### config.mk
export PLATFORM = sky130hd
export DESIGN_NAME = imem_loader
export DESIGN_NICKNAME = d
export VERILOG_FILES = /design/src/rtl/imem_loader.sv
export SDC_FILE = /design/constraint.sdc
export NUM_CORES = 1
export LEC_CHECK = 0
export ABC_AREA = 1
export BUFFER_PORTS_ARGS = -buffer_cell sky130_fd_sc_hd__buf_2
export CORE_ASPECT_RATIO = 1.5
export CORE_MARGIN = 2
export CORE_UTILIZATION = 55
export CTS_CLUSTER_DIAMETER = 200
export DETAILED_ROUTE_END_ITERATION = 8
export GPL_TIMING_DRIVEN = 0
export PLACE_DENSITY = 0.84
export SYNTH_ARGS = -nofsm -noshare
export SYNTH_HDL_FRONTEND = slang
export SYNTH_SLANG_ARGS = --single-unit
### constraint.sdc
create_clock -name clk_i -period 6.9 [get_ports clk_i]
set_input_delay 0.345 -clock clk_i [delete_from_list [all_inputs] [get_ports clk_i]]
set_output_delay 0.345 -clock clk_i [all_outputs]
set_load 0.03 [all_outputs]
### src/rtl/imem_loader.sv
// imem_loader: boot-time loader that assembles big-endian words from a byte stream,
// writes them into instruction memory and releases the CPU after a checksum-verified load.
module imem_loader #(
   parameter int ADDR_W = 8
) (
   input  logic        clk_i,
   input  logic        rst_i,
   input  logic        start_i,
   input  logic        byte_valid_i,
   input  logic [7:0]  byte_data_i,
   output logic        byte_ready_o,
   output logic        imem_we_o,
   output logic [31:0] imem_addr_o,
   output logic [31:0] imem_data_o,
   output logic        cpu_run_o,
   output logic        load_err_o
);
   localparam int MAX_WORDS = 2**ADDR_W;

   typedef enum logic [2:0] {HDR, LOAD, CHK, DONE, ERR} state_t;

   state_t            state;
   logic [1:0]        bcnt;
   logic [23:0]       part;
   logic [ADDR_W:0]   n;
   logic [ADDR_W:0]   idx;
   logic [ADDR_W:0]   idx_nxt;
   logic [31:0]       csum;
   logic [31:0]       w;
   logic              xfer;
   logic              busy;

   assign w       = {part, byte_data_i};
   assign xfer    = byte_valid_i && byte_ready_o;
   assign idx_nxt = idx + 1'b1;
   assign busy    = (state == HDR) || (state == LOAD) || (state == CHK);

   always_ff @(posedge clk_i or posedge rst_i) begin
      if (rst_i) begin
         state        <= HDR;
         bcnt         <= '0;
         part         <= '0;
         n            <= '0;
         idx          <= '0;
         csum         <= '0;
         byte_ready_o <= 1'b0;
         imem_we_o    <= 1'b0;
         imem_addr_o  <= '0;
         imem_data_o  <= '0;
         cpu_run_o    <= 1'b0;
         load_err_o   <= 1'b0;
      end else begin
         imem_we_o    <= 1'b0;
         byte_ready_o <= busy;
         // start wins over a simultaneous byte, which is dropped
         if (start_i) begin
            state        <= HDR;
            bcnt         <= '0;
            part         <= '0;
            idx          <= '0;
            csum         <= '0;
            cpu_run_o    <= 1'b0;
            load_err_o   <= 1'b0;
            byte_ready_o <= 1'b1;
         end else if (xfer) begin
            bcnt <= bcnt + 2'd1;
            part <= w[23:0];
            if (bcnt == 2'd3) begin
               case (state)
                  HDR: begin
                     if (w == 32'd0) begin
                        csum  <= '0;
                        state <= CHK;
                     end else if (w > 32'(MAX_WORDS)) begin
                        state        <= ERR;
                        load_err_o   <= 1'b1;
                        byte_ready_o <= 1'b0;
                     end else begin
                        n     <= w[ADDR_W:0];
                        idx   <= '0;
                        csum  <= '0;
                        state <= LOAD;
                     end
                  end
                  LOAD: begin
                     imem_we_o   <= 1'b1;
                     imem_addr_o <= 32'({idx, 2'b00});
                     imem_data_o <= w;
                     csum        <= csum ^ w;
                     idx         <= idx_nxt;
                     if (idx_nxt == n) state <= CHK;
                  end
                  CHK: begin
                     state        <= (w == csum) ? DONE : ERR;
                     cpu_run_o    <= (w == csum);
                     load_err_o   <= (w != csum);
                     byte_ready_o <= 1'b0;
                  end
                  default: ;
               endcase
            end
         end
      end
   end
endmodule

==> results.sh, run 1 <==
export IMPL_status="finished, final reports clean"
export IMPL_cts_buffers=17
export IMPL_yosysSeqAreaShare=0.528
export IMPL_maxCapViolCount=0
export IMPL_ys_seq_elements=124
export IMPL_dpl_hpwl_mm=11.0
export IMPL_ys_warn_count=0
export IMPL_clkLatencyLatePin_ns=0.42
export IMPL_detail_route_vias_per_cell=5.63
export IMPL_path_cells="nor2_1 > inv_1 > nor2_2 > inv_1 > nor2_1 > inv_2 > nor2_4 > buf_4 > mux2_2"
export IMPL_netlist_top_cell_by_area="dfrtp_1"
export IMPL_routedWlPerCell_um=17.0
export IMPL_clkSlewWorstSetupHoldPaths_ns=0.06
export IMPL_synth_top_cell_area_share=0.528
export IMPL_port_buffers=55
export IMPL_yosysUniqueCellTypes=35
export IMPL_slowest_stage="dfrtp_1"
export IMPL_grt_antenna_before_repair=0
export IMPL_grt_max_degree=107
export IMPL_grt_pass1_wl_mm=24.2
export IMPL_setup_viol=0
export IMPL_cts_htree_levels=4
export IMPL_postSynthAreaPerCell_um2=9.01
export IMPL_drive_gt1_frac=0.216
export IMPL_first_pass_iters=6
export IMPL_drc=0
export IMPL_min_period_ns=2.16
export IMPL_max_slew_margin=0.598
export IMPL_yosys_top_cells_area="dfrtp_1 (53%), nand2_1 (8.8%), nor2_1 (4.9%)"
export IMPL_synth_async_reset_ratio=1.00
export IMPL_slowest_delay_ns=0.41
export IMPL_hold_path_startpoint="byte_data_i[5]"
export IMPL_fin_skew_ns=0.00709
export IMPL_holdPathStages=3
export IMPL_route_vias_total=5108
export IMPL_netlist_top_cells_count="nand2_1 (138), dfrtp_1 (124), nor2_1 (76), inv_1 (47), a21oi_1 (39)"
export IMPL_syn_area_mm2=0.00587
export IMPL_track_usage=0.279
export IMPL_hold_path_end="n[5]$_DFFE_PP0P_"
export IMPL_cts_resized_gates=0
export IMPL_crit_required_ns=7.21
export IMPL_cts_tree="done"
export IMPL_slew_violations=0
export IMPL_cp_end_kind="flip-flop"
export IMPL_start_util=0.561
export IMPL_die_x_um=88.4
export IMPL_clock_root_buffer="clkbuf_16"
export IMPL_startpoint_type="flip-flop"
export IMPL_path_class="reg -> reg"
export IMPL_r2r_setup_slack_ns=4.74
export IMPL_ir_drop_mv=0.204
export IMPL_fin_ws_ns=4.74
export IMPL_diodes=0
export IMPL_hold_path_class="in -> reg"
export IMPL_worst_pin_slew_ns=0.604
export IMPL_yosysMostFrequentCell="nand2_1"
export IMPL_gp_congestion=0.925
export IMPL_p_leak_nw=3.55
export IMPL_hold_viol=0
export IMPL_wl_mm=15.4
export IMPL_syn_inst=652
export IMPL_nNetsFinal=764
export IMPL_io_pins=80
export IMPL_final_antenna_net_count=0
export IMPL_cp_arrival_ns=2.47
export IMPL_cp_max_fo=10
export IMPL_grt_pass1_vias=5017
export IMPL_die_y_um=131
export IMPL_place_ws_ns=4.72
export IMPL_cts_sink_count=124
export IMPL_rr_endpoint="imem_addr_o[3]$_DFFE_PP0P_"
export IMPL_synth_ff_type="dfrtp_1"
export IMPL_max_clock_freq_mhz=462
export IMPL_powerDensity_mw_per_mm2=319
export IMPL_core_area_mm2=0.0105
export IMPL_critPathTopFamily="simple AND/OR/NAND/NOR gates"
export IMPL_drt_iter0_markers=545
export IMPL_fin_crit_sh=0.313
export IMPL_tns_ns=0
export IMPL_die_area_mm2=0.0115
export IMPL_rsz0062_at_grt="no"
export IMPL_reg2reg_depth=9
export IMPL_synth_edf_count=0
export IMPL_gr_total_overflow=0
export IMPL_critPathBufInv=4
export IMPL_clk_path_buf_depth=2
export IMPL_area_growth_pct=19.7
export IMPL_r2r_start="state[2]$_DFFE_PP0P_"
export IMPL_rows=46
[cell usage in the layout (no fill, tap or decap), types with 6 or more instances in the layout]
cell	instances
buf_2	62
xnor2_1	30
clkinv_2	6
a21oi_1	39
nor2_1	76
nand2_1	138
buf_4	27
o31ai_1	36
o22ai_1	20
inv_2	10
inv_1	46
clkbuf_16	17
o21ai_0	8
mux2_2	6
clkbuf_1	10
o21ai_2	9
conb_1	23
nor2_2	8
nand3_1	26
dfrtp_1	124
[what timing repair did]
item | CTS | global route
setup buffers | 0 | 0
endpoints found under the hold margin | 18 | 0
hold buffers | 1 | 0
[cell families (layout without fill, tap and decap cells)]
family / Yosys count / after routing / synth area share
AO/OA/AOI/OAI: 120 / 120 / 0.131
XOR/XNOR: 31 / 31 / 0.0462
multiplexers: 6 / 6 / 0.0115
buffers and inverters: 104 / 193 / 0.0893
flip-flops: 124 / 124 / 0.528
AND/OR/NAND/NOR: 264 / 264 / 0.188
other: 1 / 23 / 0.000639
adder cells (fa/ha/maj): 2 / 2 / 0.00426
[tightest hold or removal path: stages]
cell and delay [ns]:
buf_2 0.12, inv_2 0.11, o21ai_2 0.07
[flip-flops by register name (all words and copies together), names as in the netlist]
signal        cells
bcnt              2
byte_ready_o      1
cpu_run_o         1
csum             32
idx               9
imem_addr_o       9
imem_data_o      32
imem_we_o         1
load_err_o        1
n                 9
part             24
state             3
[per-layer routing]
metal | global-route usage | up-vias | share of wire
li1 | - | 2296 | -
met5 | 0 | - | 0
met4 | 0.153 | 0 | 0.043
met3 | 0.0666 | 64 | 0.064
met2 | 0.480 | 260 | 0.53
met1 | 0.316 | 2488 | 0.36
[how the worst max path moves through the flow]
stage	startpoint	endpoint	slack (ns)	cells past startpoint
after detailed placement	byte_data_i[0]	csum[7]$_DFFE_PP0P_	4.72	9
final	state[2]$_DFFE_PP0P_	imem_addr_o[3]$_DFFE_PP0P_	4.74	9
after global placement	rst_i	csum[27]$_DFFE_PP0P_	2.11	2
after CTS	state[2]$_DFFE_PP0P_	imem_addr_o[3]$_DFFE_PP0P_	4.76	9
after floorplan	rst_i	bcnt[0]$_DFFE_PP0P_	3.26	1
after global routing	idx[0]$_DFFE_PP0P_	state[1]$_DFFE_PP0P_	4.54	14
[power breakdown]
group / internal [W] / switching, W
clock: 0.000546 / 0.000324
combinational: 0.000146 / 0.000362
sequential: 0.000804 / 0.0000591
total: 0.00150 / 0.000745
[cell type report]
| cell class | instances | area [um^2] |
|---|---|---|
| Tap cell | 144 | 180 |
| Multi-Input combinational cell | 446 | 2330 |
| Timing Repair Buffer | 57 | 313 |
| Sequential cell | 124 | 3100 |
| Clock inverter | 12 | 121 |
| Buffer | 47 | 310 |
| Inverter | 57 | 219 |
| Clock buffer | 20 | 457 |
| Fill cell | 816 | 3440 |
[stage by stage]
step / hold slack, ns / instances / power, W / utilization / cell area, um^2
finish: 0.254 / 907 / 0.00224 / 0.671 / 7030
global route: 0.257 / 907 / 0.00232 / 0.671 / 7030
CTS: 0.242 / 907 / 0.00223 / 0.671 / 7030
detailed placement: 0.290 / 874 / 0.00137 / 0.615 / 6440
global placement: 0.464 / 873 / 0.00135 / 0.612 / 6410
floorplan: 0.446 / 674 / 0.00123 / - / 5950
(Power assumes the default switching activity.)
==> run 2: changes to the inputs <==
--- a/config.mk
+++ b/config.mk
@@ -9,11 +9,11 @@
 export BUFFER_PORTS_ARGS = -buffer_cell sky130_fd_sc_hd__buf_2
 export CORE_ASPECT_RATIO = 1.5
 export CORE_MARGIN = 2
-export CORE_UTILIZATION = 55
+export CORE_UTILIZATION = 52
 export CTS_CLUSTER_DIAMETER = 200
 export DETAILED_ROUTE_END_ITERATION = 8
 export GPL_TIMING_DRIVEN = 0
-export PLACE_DENSITY = 0.84
+export PLACE_DENSITY = 0.83
 export SYNTH_ARGS = -nofsm -noshare
 export SYNTH_HDL_FRONTEND = slang
 export SYNTH_SLANG_ARGS = --single-unit
==> constraint.sdc (replaced) <==
create_clock -name clk_i -period 1.76 [get_ports clk_i]
set_input_delay 0.088 -clock clk_i [delete_from_list [all_inputs] [get_ports clk_i]]
set_output_delay 0.088 -clock clk_i [all_outputs]
set_load 0.03 [all_outputs]
==> run 2 against run 1 <==
Net effect: clock power rose to 4.1 times the previous value; die area up 5.5%; clock skew about the same; wire length up 51%; sequential power rose to 4.0 times the previous value; via count up 21%; the flow now finishes with violations (setup timing); count of clock-buffer cells in the layout unchanged; final area up 18%; worst hold slack worse by 0.23 ns; maximum frequency down 3.9%; critical endpoint is now csum[3]$_DFFE_PP0P_.
==> results.sh, run 2 (same netlist as run 1, synthesis figures left out) <==
export IMPL_hold_path_startpoint="byte_data_i[2]"
export IMPL_n_fill_cell=613
export IMPL_startpoint_type="flip-flop"
export IMPL_start_util=0.534
export IMPL_grt_antenna_before_repair=0
export IMPL_power_switching_w=0.00366
export IMPL_cts_htree_levels=4
export IMPL_holdPathStages=3
export IMPL_fin_crit_sh=1.28
export IMPL_place_ws_ns=-0.314
export IMPL_drc=0
export IMPL_seqCellArea_mm2=0.00311
export IMPL_max_clock_freq_mhz=444
export IMPL_detail_route_vias_per_cell=6.30
export IMPL_track_usage=0.307
export IMPL_r2r_start="part[6]$_DFFE_PP0P_"
export IMPL_die_x_um=90.8
export IMPL_max_slew_margin=0.387
export IMPL_hold_viol=0
export IMPL_ir_drop_mv=0.774
export IMPL_power_frac_comb=0.314
export IMPL_area_growth_pct=41.0
export IMPL_first_pass_iters=8
export IMPL_path_class="reg -> reg"
export IMPL_status="finished, violations left"
export IMPL_cp_arrival_ns=2.56
export IMPL_cts_sink_count=124
export IMPL_p_sw_frac=0.361
export IMPL_hold_path_class="in -> reg"
export IMPL_final_antenna_net_count=0
export IMPL_worst_pin_slew_ns=0.917
export IMPL_clkSlewWorstSetupHoldPaths_ns=0.06
export IMPL_worstSetupStartpoint="part[6]$_DFFE_PP0P_"
export IMPL_min_period_ns=2.25
export IMPL_p_clk_frac=0.348
export IMPL_clkLatencyLatePin_ns=0.43
export IMPL_reg_top3="csum (32), imem_data_o (32), part (24)"
export IMPL_wl_mm=23.2
export IMPL_cp_end_kind="flip-flop"
export IMPL_failed_checks="setup timing"
export IMPL_multi_input_area_mm2=0.00279
export IMPL_io_pins=80
export IMPL_cts_tree="done"
export IMPL_rows=47
export IMPL_nNetsFinal=838
export IMPL_routedWlPerCell_um=23.6
export IMPL_slew_violations=0
export IMPL_die_area_mm2=0.0122
export IMPL_reg2reg_depth=9
export IMPL_diodes=0
export IMPL_p_int_w=0.00648
export IMPL_maxCapViolCount=0
export IMPL_fin_ws_ns=-0.490
export IMPL_dpl_hpwl_mm=11.3
export IMPL_gp_congestion=0.934
export IMPL_drt_iter0_markers=901
export IMPL_cts_buffers=17
export IMPL_pwr_share_seq=0.338
export IMPL_drive_gt1_frac=0.382
export IMPL_grt_pass1_wl_mm=28.8
export IMPL_layout_common_cells="nand2_1 (122), dfrtp_1 (118), buf_4 (80)"
export IMPL_powerDensity_mw_per_mm2=1220
export IMPL_setup_viol=94
export IMPL_crit_required_ns=2.07
export IMPL_rsz0062_at_grt="yes"
export IMPL_holdWs_ns=0.0230
export IMPL_grt_pass1_vias=5580
export IMPL_gr_total_overflow=0
export IMPL_clk_path_buf_depth=2
export IMPL_p_leak_nw=4.08
export IMPL_final_common_cell="nand2_1"
export IMPL_clock_root_buffer="clkbuf_16"
export IMPL_route_vias_total=6198
export IMPL_fin_skew_ns=0.00741
export IMPL_cp_max_fo=10
export IMPL_core_area_mm2=0.0110
export IMPL_die_y_um=134
export IMPL_grt_max_degree=45
export IMPL_fin_util=0.753
export IMPL_port_buffers=55
-- run 2: cell count changes in the layout (fill, tap and decap cells not counted), moves of 11 or more --
cell and delta:
buf_4 +53, o31ai_1 -20, o31ai_2 +19, nand2_1 -16, nand2_2 +11, nor2_1 -11, xnor2_1 -11
-- run 2: worst max-delay path, stage by stage, from the launching register on --
cell and delay, ns:
dfrtp_1 0.40, nor2_2 0.16, nand3_2 0.20, nor2_4 0.18, nand3_4 0.12, buf_12 0.15
o21ai_4 0.23, nand2_4 0.20, buf_8 0.21, o31ai_1 0.26
-- run 2: final timing paths --
check | endpoint | slack, ns
max | csum[3]$_DFFE_PP0P_ | -0.49
min | n[2]$_DFFE_PP0P_ | 0.02
max reg2reg | csum[3]$_DFFE_PP0P_ | -0.49
min reg2reg | n[3]$_DFFE_PP0P_ | 0.51
max in group asynchronous | part[21]$_DFFE_PP0P_ | 0.61
min in group asynchronous | idx[3]$_DFFE_PP0P_ | 0.40
-- run 2: per-stage QoR --
stage / TNS, ns / instance area, um^2 / total power, W / cells
after global placement: -77.61 / 6420 / 0.00528 / 876
after CTS: -3.51 / 7560 / 0.00915 / 962
final: -22.13 / 8280 / 0.0101 / 984
after floorplan: 0 / 5960 / 0.00481 / 674
after global routing: -25.91 / 8280 / 0.0104 / 984
after detailed placement: -19.88 / 6460 / 0.00538 / 878
-- run 2: power groups by stage --
stage / combinational [W] / sequential (W) / clock, W
global placement: 0.00188 / 0.00340 / 0
floorplan: 0.00112 / 0.00369 / 0
detailed placement: 0.00195 / 0.00342 / 0
global route: 0.00330 / 0.00344 / 0.00362
CTS: 0.00234 / 0.00336 / 0.00345
finish: 0.00318 / 0.00342 / 0.00353
-- run 2: what timing repair did --
action / 4_1_cts / 5_1_grt
buffers inserted: 43 / 17
resized for setup: 47 / 114
endpoints found under the setup margin: 95 / 104
hold endpoints to repair: 43 / 0
hold buffers: 7 / 0
pin swaps: 12 / 22
cloned: 2 / 5
-- run 2: area by class of cell --
class	count	area share
Buffer	47	0.0520
Clock buffer	20	0.0564
Clock inverter	12	0.0145
Inverter	57	0.0269
Multi-Input combinational cell	448	0.337
Sequential cell	124	0.376
Tap cell	147	0.0222
Timing Repair Buffer	129	0.116
-- run 2: layer usage --
| metal | part of all wire | vias to the layer above | global-route usage |
|---|---|---|---|
| met1 | 0.31 | 2900 | 0.331 |
| met3 | 0.11 | 232 | 0.0764 |
| met2 | 0.48 | 617 | 0.522 |
| met4 | 0.10 | 0 | 0.221 |
| li1 | - | 2449 | - |
| met5 | 0 | - | 0 |
==> run 3: changes to the inputs <==
--- a/config.mk
+++ b/config.mk
@@ -14,6 +14,7 @@
 export DETAILED_ROUTE_END_ITERATION = 8
 export GPL_TIMING_DRIVEN = 0
 export PLACE_DENSITY = 0.83
+export SKIP_LAST_GASP = 1
 export SYNTH_ARGS = -nofsm -noshare
 export SYNTH_HDL_FRONTEND = slang
 export SYNTH_SLANG_ARGS = --single-unit
==> run 3 against run 2 <==
Net effect: highest routed layer unchanged; count of clock-buffer cells in the layout unchanged; critical path type unchanged; sequential share of layout area decreased by 1.7 points; critical endpoint is now n[8]$_DFFE_PP0P_; sequential power about the same; the flow still finishes with violations (setup timing); wire length increased by 4.9%.
==> results.sh, run 3 (same netlist as run 1, synthesis figures left out) <==
export IMPL_drive_gt1_frac=0.424
export IMPL_start_util=0.534
export IMPL_ir_drop_mv=0.710
export IMPL_final_common_cell="dfrtp_1"
export IMPL_hold_path_end="n[3]$_DFFE_PP0P_"
export IMPL_power_frac_comb=0.348
export IMPL_hold_path_class="in -> reg"
export IMPL_powerDensity_mw_per_mm2=1230
export IMPL_startpoint_type="flip-flop"
export IMPL_fin_crit_sh=1.34
export IMPL_fin_ws_ns=-0.595
export IMPL_wl_mm=24.3
export IMPL_slowest_delay_ns=0.40
export IMPL_critPathBufInv=2
export IMPL_rows=47
export IMPL_clk_path_buf_depth=2
export IMPL_status="finished, violations left"
export IMPL_p_clk_frac=0.331
export IMPL_cp_max_fo=6
export IMPL_rsz0062_at_grt="yes"
export IMPL_p_int_w=0.00674
export IMPL_power_switching_w=0.00393
export IMPL_path_cells="nor2_1 > nand2_1 > nor2_2 > nand3_4 > nor2_4 > nand2_2 > or3_4 > buf_8 > buf_12 > nand2_4 > o21ai_2"
export IMPL_area_growth_pct=47.8
export IMPL_clkSlewWorstSetupHoldPaths_ns=0.06
export IMPL_place_ws_ns=-0.314
export IMPL_drc=0
export IMPL_cts_tree="done"
export IMPL_slew_violations=0
export IMPL_die_x_um=90.8
export IMPL_reg2reg_depth=11
export IMPL_cp_end_kind="flip-flop"
export IMPL_min_period_ns=2.35
export IMPL_dpl_hpwl_mm=11.3
export IMPL_hold_viol=0
export IMPL_holdPathStages=3
export IMPL_path_class="reg -> reg"
export IMPL_rr_endpoint="n[8]$_DFFE_PP0P_"
export IMPL_grt_antenna_before_repair=0
export IMPL_grt_max_degree=45
export IMPL_hold_path_startpoint="byte_data_i[3]"
export IMPL_fin_skew_ns=0.0112
export IMPL_r2r_start="part[14]$_DFFE_PP0P_"
export IMPL_final_antenna_net_count=0
export IMPL_gr_total_overflow=0
export IMPL_detail_route_vias_per_cell=6.32
export IMPL_layout_common_cells="dfrtp_1 (118), nand2_1 (109), buf_4 (85)"
export IMPL_setup_viol=97
export IMPL_critPathTopFamily="simple AND/OR/NAND/NOR gates"
export IMPL_die_area_mm2=0.0122
export IMPL_grt_pass1_wl_mm=28.5
export IMPL_first_pass_iters=5
export IMPL_clock_root_buffer="clkbuf_16"
export IMPL_port_buffers=55
export IMPL_cts_buffers=17
export IMPL_clkLatencyLatePin_ns=0.44
export IMPL_die_y_um=134
export IMPL_cp_arrival_ns=2.67
export IMPL_finalPower_w=0.0107
export IMPL_max_clock_freq_mhz=425
export IMPL_route_vias_total=6268
export IMPL_diodes=0
export IMPL_worst_pin_slew_ns=0.937
export IMPL_p_leak_nw=4.21
export IMPL_maxCapViolCount=0
export IMPL_cts_htree_levels=4
export IMPL_gp_congestion=0.934
export IMPL_max_slew_margin=0.374
export IMPL_slowest_stage="dfrtp_1"
export IMPL_p_sw_frac=0.369
export IMPL_grt_pass1_vias=5516
export IMPL_drt_iter0_markers=890
export IMPL_reg_top3="csum (32), imem_data_o (32), part (24)"
export IMPL_nNetsFinal=846
export IMPL_crit_required_ns=2.07
export IMPL_failed_checks="setup timing"
export IMPL_routedWlPerCell_um=24.5
export IMPL_r2r_setup_slack_ns=-0.59
export IMPL_core_area_mm2=0.0110
export IMPL_cts_sink_count=124
export IMPL_io_pins=80
export IMPL_track_usage=0.303
export IMPL_pwr_share_seq=0.320
-- run 3: cell types whose count changed in the layout (fill, tap and decap cells not counted), moves of 5 or more --
cell | previous run | this run
o31ai_1 | 16 | 4
nand2_1 | 122 | 109
xnor2_2 | 9 | 14
o31ai_4 | 1 | 13
buf_4 | 80 | 85
nand2_2 | 12 | 20
-- run 3: power by group through the flow --
stage / registers, W / logic, W / clock network (W)
final: 0.00342 / 0.00372 / 0.00354
after global routing: 0.00343 / 0.00383 / 0.00364
after CTS: 0.00336 / 0.00234 / 0.00345
after detailed placement: 0.00342 / 0.00195 / 0
after global placement: 0.00340 / 0.00188 / 0
after floorplan: 0.00369 / 0.00112 / 0
-- run 3: worst register-to-register path: stages, from the launching register on --
cell and delay [ns]:
dfrtp_1 0.40, nor2_1 0.22, nand2_1 0.13, nor2_2 0.31
nand3_4 0.18, nor2_4 0.15, nand2_2 0.06, or3_4 0.36
buf_8 0.16, buf_12 0.14, nand2_4 0.07, o21ai_2 0.06
-- run 3: worst max-delay path by stage --
stage                              start                   end  slack, ns  depth (start not counted)
floorplan            part[6]$_DFFE_PP0P_      n[8]$_DFFE_PP0P_      0.009                         11
global placement                   rst_i  csum[25]$_DFFE_PP0P_      -0.53                          2
detailed placement    idx[0]$_DFFE_PP0P_  state[0]$_DFFE_PP0P_      -0.31                         14
CTS                 part[18]$_DFFE_PP0P_      n[8]$_DFFE_PP0P_      -0.17                         11
global route        part[14]$_DFFE_PP0P_      n[8]$_DFFE_PP0P_      -0.58                         11
finish              part[14]$_DFFE_PP0P_      n[8]$_DFFE_PP0P_      -0.59                         11
-- run 3: stage by stage --
stage | utilization | std cells | hold WS, ns | TNS, ns | instance area, um^2
final | 0.789 | 992 | 0.0419 | -28.15 | 8680
after floorplan | - | 674 | 0.242 | 0 | 5960
after detailed placement | 0.588 | 878 | 0.315 | -19.88 | 6460
after CTS | 0.687 | 962 | 0.0107 | -3.53 | 7560
after global routing | 0.789 | 992 | 0.0389 | -28.61 | 8680
after global placement | 0.584 | 876 | 0.408 | -77.61 | 6420
-- run 3: layout make-up --
| type | count | area (um^2) |
|---|---|---|
| sequential | 124 | 3110 |
| multi-input combinational | 450 | 3070 |
| fill | 570 | 2320 |
| timing repair buffer | 135 | 1090 |
| clock buffer | 20 | 467 |
| buffer | 47 | 414 |
| inverter | 57 | 223 |
| tap | 147 | 184 |
| clock inverter | 12 | 120 |
-- run 3: per-layer routing --
layer | part of all wire | GRT usage | up-vias
met4 | 0.088 | 0.210 | 0
met1 | 0.32 | 0.336 | 3009
li1 | - | - | 2465
met2 | 0.49 | 0.517 | 580
met3 | 0.10 | 0.0635 | 214
met5 | 0 | 0 | -
-- run 3: what timing repair did --
| action | 4_1_cts | 5_1_grt |
|---|---|---|
| setup endpoints to repair | 95 | 104 |
| endpoints found under the hold margin | 43 | 0 |
| setup buffers | 43 | 20 |
| hold buffers | 7 | 0 |
| pin swaps | 12 | 20 |
| cloned | 2 | 10 |
| gates resized for setup | 45 | 154 |
